## src/rtl/snn_pkg.sv

```systemverilog
// Shared types and default sizing for the spiking-network output stages.
package snn_pkg;

  typedef enum logic [1:0] {
    StIdle,
    StCount,
    StScan
  } state_e;

  localparam int unsigned DefNNeurons = 8;
  localparam int unsigned DefWindow   = 16;
  localparam int unsigned DefCntW     = 8;

endpackage

```

## src/rtl/spike_counter_bank.sv

```systemverilog
// Bank of per-neuron saturating spike counters with synchronous clear and count enable.
module spike_counter_bank
  import snn_pkg::*;
#(
  parameter int unsigned N_NEURONS = DefNNeurons,
  parameter int unsigned CNT_W     = DefCntW
) (
  input  logic                       clk,
  input  logic                       reset,
  input  logic                       clr,
  input  logic                       en,
  input  logic [N_NEURONS-1:0]       spike_in,
  output logic [N_NEURONS*CNT_W-1:0] counts
);

  localparam logic [CNT_W-1:0] CntMax = '1;

  logic [N_NEURONS*CNT_W-1:0] counts_q, counts_d;

  always_comb begin
    counts_d = counts_q;
    if (clr) begin
      counts_d = '0;
    end else if (en) begin
      for (int i = 0; i < int'(N_NEURONS); i++) begin
        // Hold at full scale instead of wrapping back to zero.
        if (spike_in[i] && (counts_q[i*CNT_W +: CNT_W] != CntMax)) begin
          counts_d[i*CNT_W +: CNT_W] = counts_q[i*CNT_W +: CNT_W] + 1'b1;
        end
      end
    end
  end

  always_ff @(posedge clk) begin
    if (reset) begin
      counts_q <= '0;
    end else begin
      counts_q <= counts_d;
    end
  end

  assign counts = counts_q;

endmodule

```

## src/rtl/spike_count_decoder.sv

```systemverilog
// Counts output spikes over a fixed window, then scans for the most active neuron and
// reports its index and count with a one-cycle valid pulse.
module spike_count_decoder
  import snn_pkg::*;
#(
  parameter int unsigned N_NEURONS = DefNNeurons,
  parameter int unsigned WINDOW    = DefWindow,
  parameter int unsigned CNT_W     = DefCntW
) (
  input  logic                          clk,
  input  logic                          reset,
  input  logic                          start,
  input  logic [N_NEURONS-1:0]          spike_in,
  output logic                          busy,
  output logic                          valid,
  output logic [$clog2(N_NEURONS)-1:0]  class_out,
  output logic [CNT_W-1:0]              class_count,
  output logic                          no_spike
);

  localparam int unsigned CLS_W = $clog2(N_NEURONS);
  localparam int unsigned TS_W  = (WINDOW > 1) ? $clog2(WINDOW) : 1;

  localparam logic [TS_W-1:0]  TsLast  = TS_W'(WINDOW - 1);
  localparam logic [CLS_W-1:0] IdxLast = CLS_W'(N_NEURONS - 1);

  state_e                     state_q, state_d;
  logic [TS_W-1:0]            ts_q, ts_d;
  logic [CLS_W-1:0]           idx_q, idx_d;
  logic [CLS_W-1:0]           best_idx_q, best_idx_d;
  logic [CNT_W-1:0]           best_cnt_q, best_cnt_d;
  logic                       valid_q, valid_d;
  logic [CLS_W-1:0]           class_q, class_d;
  logic [CNT_W-1:0]           count_q, count_d;
  logic                       no_spike_q, no_spike_d;

  logic                       cnt_clr, cnt_en;
  logic [N_NEURONS*CNT_W-1:0] counts;
  logic [CNT_W-1:0]           cur_cnt;
  logic [CLS_W-1:0]           cand_idx;
  logic [CNT_W-1:0]           cand_cnt;

  spike_counter_bank #(
    .N_NEURONS(N_NEURONS),
    .CNT_W    (CNT_W)
  ) u_counter_bank (
    .clk     (clk),
    .reset   (reset),
    .clr     (cnt_clr),
    .en      (cnt_en),
    .spike_in(spike_in),
    .counts  (counts)
  );

  // Strict compare so ties keep the lower index already held in best.
  always_comb begin
    cur_cnt  = counts[int'(idx_q)*CNT_W +: CNT_W];
    cand_idx = best_idx_q;
    cand_cnt = best_cnt_q;
    if (cur_cnt > best_cnt_q) begin
      cand_idx = idx_q;
      cand_cnt = cur_cnt;
    end
  end

  always_comb begin
    state_d    = state_q;
    ts_d       = ts_q;
    idx_d      = idx_q;
    best_idx_d = best_idx_q;
    best_cnt_d = best_cnt_q;
    valid_d    = 1'b0;
    class_d    = class_q;
    count_d    = count_q;
    no_spike_d = no_spike_q;
    cnt_clr    = 1'b0;
    cnt_en     = 1'b0;

    case (state_q)
      StIdle: begin
        if (start) begin
          cnt_clr = 1'b1;
          ts_d    = '0;
          state_d = StCount;
        end
      end
      StCount: begin
        cnt_en = 1'b1;
        ts_d   = ts_q + 1'b1;
        if (ts_q == TsLast) begin
          idx_d      = '0;
          best_idx_d = '0;
          best_cnt_d = '0;
          state_d    = StScan;
        end
      end
      StScan: begin
        idx_d      = idx_q + 1'b1;
        best_idx_d = cand_idx;
        best_cnt_d = cand_cnt;
        if (idx_q == IdxLast) begin
          class_d    = cand_idx;
          count_d    = cand_cnt;
          no_spike_d = (cand_cnt == '0);
          valid_d    = 1'b1;
          state_d    = StIdle;
        end
      end
      default: state_d = StIdle;
    endcase
  end

  always_ff @(posedge clk) begin
    if (reset) begin
      state_q    <= StIdle;
      ts_q       <= '0;
      idx_q      <= '0;
      best_idx_q <= '0;
      best_cnt_q <= '0;
      valid_q    <= 1'b0;
      class_q    <= '0;
      count_q    <= '0;
      no_spike_q <= 1'b0;
    end else begin
      state_q    <= state_d;
      ts_q       <= ts_d;
      idx_q      <= idx_d;
      best_idx_q <= best_idx_d;
      best_cnt_q <= best_cnt_d;
      valid_q    <= valid_d;
      class_q    <= class_d;
      count_q    <= count_d;
      no_spike_q <= no_spike_d;
    end
  end

  assign busy        = (state_q != StIdle);
  assign valid       = valid_q;
  assign class_out   = class_q;
  assign class_count = count_q;
  assign no_spike    = no_spike_q;

endmodule

```

## config.mk

```make
export PLATFORM = sky130hd
export DESIGN_NAME = spike_count_decoder
export DESIGN_NICKNAME = d
export VERILOG_FILES = /design/src/rtl/snn_pkg.sv /design/src/rtl/spike_counter_bank.sv /design/src/rtl/spike_count_decoder.sv
export SDC_FILE = /design/constraint.sdc
export NUM_CORES = 1
export LEC_CHECK = 0
export CORE_UTILIZATION = 25
export CTS_CLUSTER_DIAMETER = 100
export CTS_CLUSTER_SIZE = 20
export DETAILED_ROUTE_END_ITERATION = 10
export HOLD_SLACK_MARGIN = 0.12
export MAX_ROUTING_LAYER = met4
export SKIP_CTS_REPAIR_TIMING = 1
export SLEW_MARGIN = 5
export SYNTH_ARGS = -nofsm -noshare
export SYNTH_HDL_FRONTEND = slang
export SYNTH_SLANG_ARGS = --single-unit
```

## constraint.sdc

```tcl
create_clock -name clk -period 3.4 [get_ports clk]
set_clock_uncertainty 0.05 [all_clocks]
set_input_delay 0.68 -clock clk [delete_from_list [all_inputs] [get_ports clk]]
set_output_delay 0.68 -clock clk [all_outputs]
set_load 0.01 [all_outputs]
```

Word-level counts from Yosys, hierarchy flattened
Cells that the tools add are included.
- add/sub/neg operators: 10
- magnitude comparators: 1
- eq/ne operators: 15
- shifts and indexed selects: 1
- muxes and demuxes: 17
- bitwise logic cells: 1
- reduce and logical (&&, ||, !) cells: 27
- operator list (kind ; number):
    adder 8 x 1 -> 8 bit, second input constant ; 8
    inequality test 8 bit, second input constant ; 8
    variable part select 64 x 7 -> 8 bit ; 1
    AND reduction 2 bit ; 11
    2-to-1 mux 8 bit ; 2
    one-hot mux 8 bit (2 select lines) ; 1
    one-hot mux 3 bit (2 select lines) ; 2
    > comparator 8 bit ; 1
    logical AND 1 bit ; 8
    zero test 8 bit ; 1
    one-hot mux 4 bit (2 select lines) ; 1
    2-to-1 mux 2 bit ; 3
    2-to-1 mux 3 bit ; 2
    inequality test 2 bit, second input constant ; 3
    one-hot mux 2 bit (3 select lines) ; 1
    nonzero test 2 bit ; 3
    adder 4 x 1 -> 4 bit, second input constant ; 1
    equality test 4 bit, second input constant ; 1
    2-to-1 mux 1 bit ; 4
    2-to-1 mux 4 bit ; 1
    OR reduction 2 bit ; 2
    adder 3 x 1 -> 3 bit, second input constant ; 1
    equality test 3 bit, second input constant ; 1
    AND reduction 3 bit ; 1
    other kinds (4) ; 4
- register bits after elaboration: 97
- output and inout bits: 14

Longest topological paths before layout
- depth in word-level cells: 4
- gate-level depth with buffers: 13
- depth with buffers taken out: 10

Modules after synthesis
A second synthesis with hierarchy kept.
- cells, all modules: 578
- area total of the unflattened synthesis: 5322.6 sq um
- modules (own cells, without submodules) (module ; times used ; cells each ; area an instance (sq um)):
    spike_counter_bank ; 1 ; 346 ; 3088.0
    spike_count_decoder ; 1 ; 232 ; 2234.6

Least setup slack after synthesis
Ideal clock, no wire load.
- path kind: flip-flop to flip-flop
- from: register idx_q[0]
- to: register best_cnt_q[0]
- library setup time: 71 ps
- arrival time: 2959 ps
- data required time: 3279 ps
- slack: 321 ps
- stages on the path, launching flop included: 12
- buffers on the path: 2
- clock period less this slack: 3079 ps
- cell sequence: dfxtp_1 -> buf_6 -> buf_12 -> mux4_2 -> mux2i_2 -> inv_1 -> ha_1 -> nand4_1 -> a211oi_4 -> nor3_2 -> or4_1 -> a21oi_1
- word-level cells in the longest chain between the ends: 4
- RTL lines (item ; line ; source):
    start: declaration ; spike_count_decoder.sv:29 ; logic [CLS_W-1:0] idx_q, idx_d;
    start signal: assignment ; spike_count_decoder.sv:127 ; idx_q <= idx_d;
    variable part select 64 x 7 -> 8 bit (*) ; spike_count_decoder.sv:57 ; cur_cnt = counts[int'(idx_q)*CNT_W +: CNT_W];
    > comparator 8 bit ; spike_count_decoder.sv:60 ; if (cur_cnt > best_cnt_q) begin
    2-to-1 mux 8 bit (*) ; spike_count_decoder.sv:60 ;
    one-hot mux 8 bit (2 select lines) (*) ; spike_count_decoder.sv:79 ; case (state_q)
    end signal: assignment ; spike_count_decoder.sv:129 ; best_cnt_q <= best_cnt_d;
    end: declaration ; spike_count_decoder.sv:31 ; logic [CNT_W-1:0] best_cnt_q, best_cnt_d;
Mark *: on every way between the ends. The rest lies on a longest branch, timed or not.
A chain may end at the register's enable or synchronous reset.

Worst setup path in the final report
Ends and elaborated chain as after synthesis.

==> flow_metrics.env <==
export IMPL_outcome="finished clean"
export IMPL_critical_path_required_ns=3.63
export IMPL_dr_pass1_iters=4
export IMPL_die_x_um=142.7
export IMPL_worst_r2r_startpoint="idx_q[0]$_SDFFE_PP0P_"
export IMPL_initial_core_util=0.2543
export IMPL_critPathKind="reg -> reg"
export IMPL_ys_ff_latch=97
export IMPL_vias=3929
export IMPL_path_cells="buf_12, mux4_1, mux2i_1, inv_1, ha_1, nand4_1, nor2_4, a211o_2, a21boi_1, or4_1, a21oi_1"
export IMPL_clock_sinks=97
export IMPL_cts_buffers=9
export IMPL_gp_congestion=0.8424
export IMPL_slew_headroom=0.4655
export IMPL_hold_path_class="reg -> reg"
export IMPL_hold_depth=2
export IMPL_yosysUniqueCellTypes=51
export IMPL_start_kind="flip-flop"
export IMPL_ir_drop_mv=0.2514
export IMPL_rsz0062_at_grt="false"
export IMPL_cts_buffer_depth=2
export IMPL_fill_cells=2045
export IMPL_r2r_slack_ns=0.23
export IMPL_ctsRootBufferMaster="clkbuf_16"
export IMPL_cp_arrival_ns=3.40
export IMPL_antenna_found_initial=0
export IMPL_core_area_mm2=0.01946
export IMPL_num_rows=51
export IMPL_fp_dieH_um=142.7
export IMPL_yosysSeqAreaShare=0.3924
export IMPL_place_port_buffers=24
export IMPL_clock_latency_ns=0.35
export IMPL_grt_first_pass_wirelength_mm=18.13
export IMPL_syn_nets=571
export IMPL_fin_nets=597
export IMPL_final_area_mm2=0.005858
export IMPL_grt_start_max_net_pins=35
export IMPL_vias_per_cell=4.694
export IMPL_setup_viol=0
export IMPL_postSynthCellCount=541
export IMPL_fp_dieArea_mm2=0.02036
export IMPL_slowest_stage="mux4_1"
export IMPL_drtIter0Drc=245
export IMPL_grt_total_usage=0.1178
export IMPL_yosysWarningCount=0
export IMPL_min_from="class_count[3]$_SDFFE_PP0P_"
export IMPL_drive_above_1_share=0.1084
export IMPL_tritoncts="built"
export IMPL_cts_max_level=3
export IMPL_antenna_cells=0
export IMPL_fin_cells=837
export IMPL_clock_fmax_mhz=315.7
export IMPL_wl_per_cell_um=13.28
export IMPL_holdPathEnd="class_count[3]$_SDFFE_PP0P_"
export IMPL_syn_area_mm2=0.004948
export IMPL_period_minus_slack_ns=3.168
export IMPL_place_inst=819
export IMPL_drc=0
export IMPL_p_per_area_mw_per_mm2=390.3
export IMPL_leakage_uw=0.001993
export IMPL_reg2regPathDepth=11
export IMPL_layout_common_cells="dfxtp_1, nor2_1, nand2_1, a21oi_1, clkdlybuf4s50_1"
export IMPL_postRouteWirelength_mm=11.11
export IMPL_synth_area_per_cell_um2=9.147
export IMPL_slew_viol_final=0
export IMPL_fin_crit_sh=0.9318
export IMPL_postRouteAntennaNets=0
export IMPL_placed_area_mm2=0.005519
export IMPL_critPathMaxStageDelay_ns=0.58
export IMPL_tightest_slew_ns=0.7983
export IMPL_first_global_vias=3452
export IMPL_grt_overflow=0
export IMPL_clkTransAtPathRegs_ns=0.07
export IMPL_dp_hpwl_mm=8.051
export IMPL_fin_util=0.3010
export IMPL_hold_violations=0
export IMPL_io_pins=25
export IMPL_setup_tns_ns=0
export IMPL_drv_cap=0
export IMPL_worst_path_max_fanout=16
export IMPL_synthToLayoutAreaGrowth_pct=18.38
export IMPL_endpoint_kind="flip-flop"
export IMPL_final_common_cell="dfxtp_1"
export IMPL_r2r_end="best_cnt_q[0]$_SDFFE_PP0P_"
## synth_stat cells, drive strengths merged
library cell | n | share of area
a211o | 1 | 0.0020
nor2b | 3 | 0.0038
and3 | 8 | 0.010
nor4 | 1 | 0.0013
nand3 | 15 | 0.015
or3 | 18 | 0.023
xnor2 | 16 | 0.028
o31ai | 1 | 0.0025
a31o | 1 | 0.0018
or4 | 1 | 0.0015
a22oi | 6 | 0.0091
clkbuf | 15 | 0.013
inv | 19 | 0.014
o22ai | 1 | 0.0013
and4 | 1 | 0.0018
and2 | 2 | 0.0025
a21o | 2 | 0.0030
xor2 | 23 | 0.041
a21oi | 37 | 0.037
o211a | 5 | 0.010
nor3 | 11 | 0.012
nor2 | 74 | 0.057
nand3b | 1 | 0.0015
buf | 11 | 0.017
nand2 | 40 | 0.031
mux2i | 20 | 0.041
dfxtp | 97 | 0.39
o21ai | 27 | 0.027
a32oi | 4 | 0.0071
o211ai | 16 | 0.024
ha | 19 | 0.048
mux4 | 16 | 0.075
mux2 | 2 | 0.0046
o21bai | 1 | 0.0015
a21boi | 1 | 0.0015
a211oi | 5 | 0.010
nand4 | 20 | 0.025
## cells by family (layout without fill, tap and decap cells)
family | Yosys count | after routing | share of synthesized area
and+or+nand+nor | 195 | 195 | 0.1853
muxes | 38 | 38 | 0.1209
adders and majority gates | 19 | 19 | 0.04804
DFF | 97 | 97 | 0.3924
buffers and inverters | 45 | 76 | 0.04526
AOI/OAI and AO/OA | 108 | 108 | 0.1391
xor gates and xnor gates | 39 | 39 | 0.06903
## area by class of cell
cell class                      instances  area (um2)  area share
Multi-Input combinational cell        399        2810      0.4797
Sequential cell                        97        1942      0.3315
Clock inverter                          5       55.05    0.009398
Inverter                               19       71.32     0.01217
Timing Repair Buffer                   41       405.4     0.06920
Tap cell                              265       331.6     0.05660
Clock buffer                           11       242.7     0.04144
## metal layers
| metal | wire [um] | track usage | share of wire | up-vias |
|---|---|---|---|---|
| met4 | 112 | 0.03565 | 0.010 | 0 |
| met2 | 4839 | 0.1698 | 0.44 | 74 |
| met5 | 0 | - | 0 | - |
| li1 | - | - | - | 2000 |
| met1 | 5643 | 0.1585 | 0.51 | 1842 |
| met3 | 516 | 0.03286 | 0.046 | 13 |
## through the flow
step	setup WS (ns)	hold WS, ns	power, uW
6_report	0.2320	0.4032	2287
5_1_grt	0.005152	0.4220	2380
4_1_cts	0.09251	0.4074	2318
3_5_place_dp	0.1110	0.3984	1294
3_3_place_gp	0.1644	0.3939	1293
2_1_floorplan	0.3207	0.4031	1252
## critical path, delay by kind of cell (launching register included)
kind	cells	cell delay, ns
simple gates	3	0.79
flops	1	0.38
mux	2	0.86
buf+inv	2	0.27
fa+ha+maj	1	0.30
compound gates	3	0.44
## worst max path at each step
stage / start / end / slack (ns) / cells after the start
after global placement: idx_q[0]$_SDFFE_PP0P_ / class_out[1]$_SDFFE_PP0P_ / 0.16 / 10
after global routing: idx_q[0]$_SDFFE_PP0P_ / best_cnt_q[0]$_SDFFE_PP0P_ / 0.005 / 12
after detailed placement: idx_q[0]$_SDFFE_PP0P_ / class_count[2]$_SDFFE_PP0P_ / 0.11 / 10
final: idx_q[0]$_SDFFE_PP0P_ / best_cnt_q[0]$_SDFFE_PP0P_ / 0.23 / 11
after CTS: idx_q[0]$_SDFFE_PP0P_ / class_out[2]$_SDFFE_PP0P_ / 0.09 / 11
after floorplan: idx_q[0]$_SDFFE_PP0P_ / best_cnt_q[0]$_SDFFE_PP0P_ / 0.32 / 11
## sequential cells by signal (all words and copies together), names as in the netlist
| signal | cells |
|---|---|
| u_counter_bank.counts | 64 |
| best_cnt_q | 8 |
| class_count | 8 |
| ts_q | 4 |
| best_idx_q | 3 |
| class_out | 3 |
| idx_q | 3 |
| state_q | 2 |
| no_spike | 1 |
| valid | 1 |
## report_power, final
group | switching, uW | internal [uW]
sequential | 10.5 | 1140
combinational | 68.5 | 46.6
clock | 430 | 588
total | 509 | 1780
(Power assumes the default switching activity.)
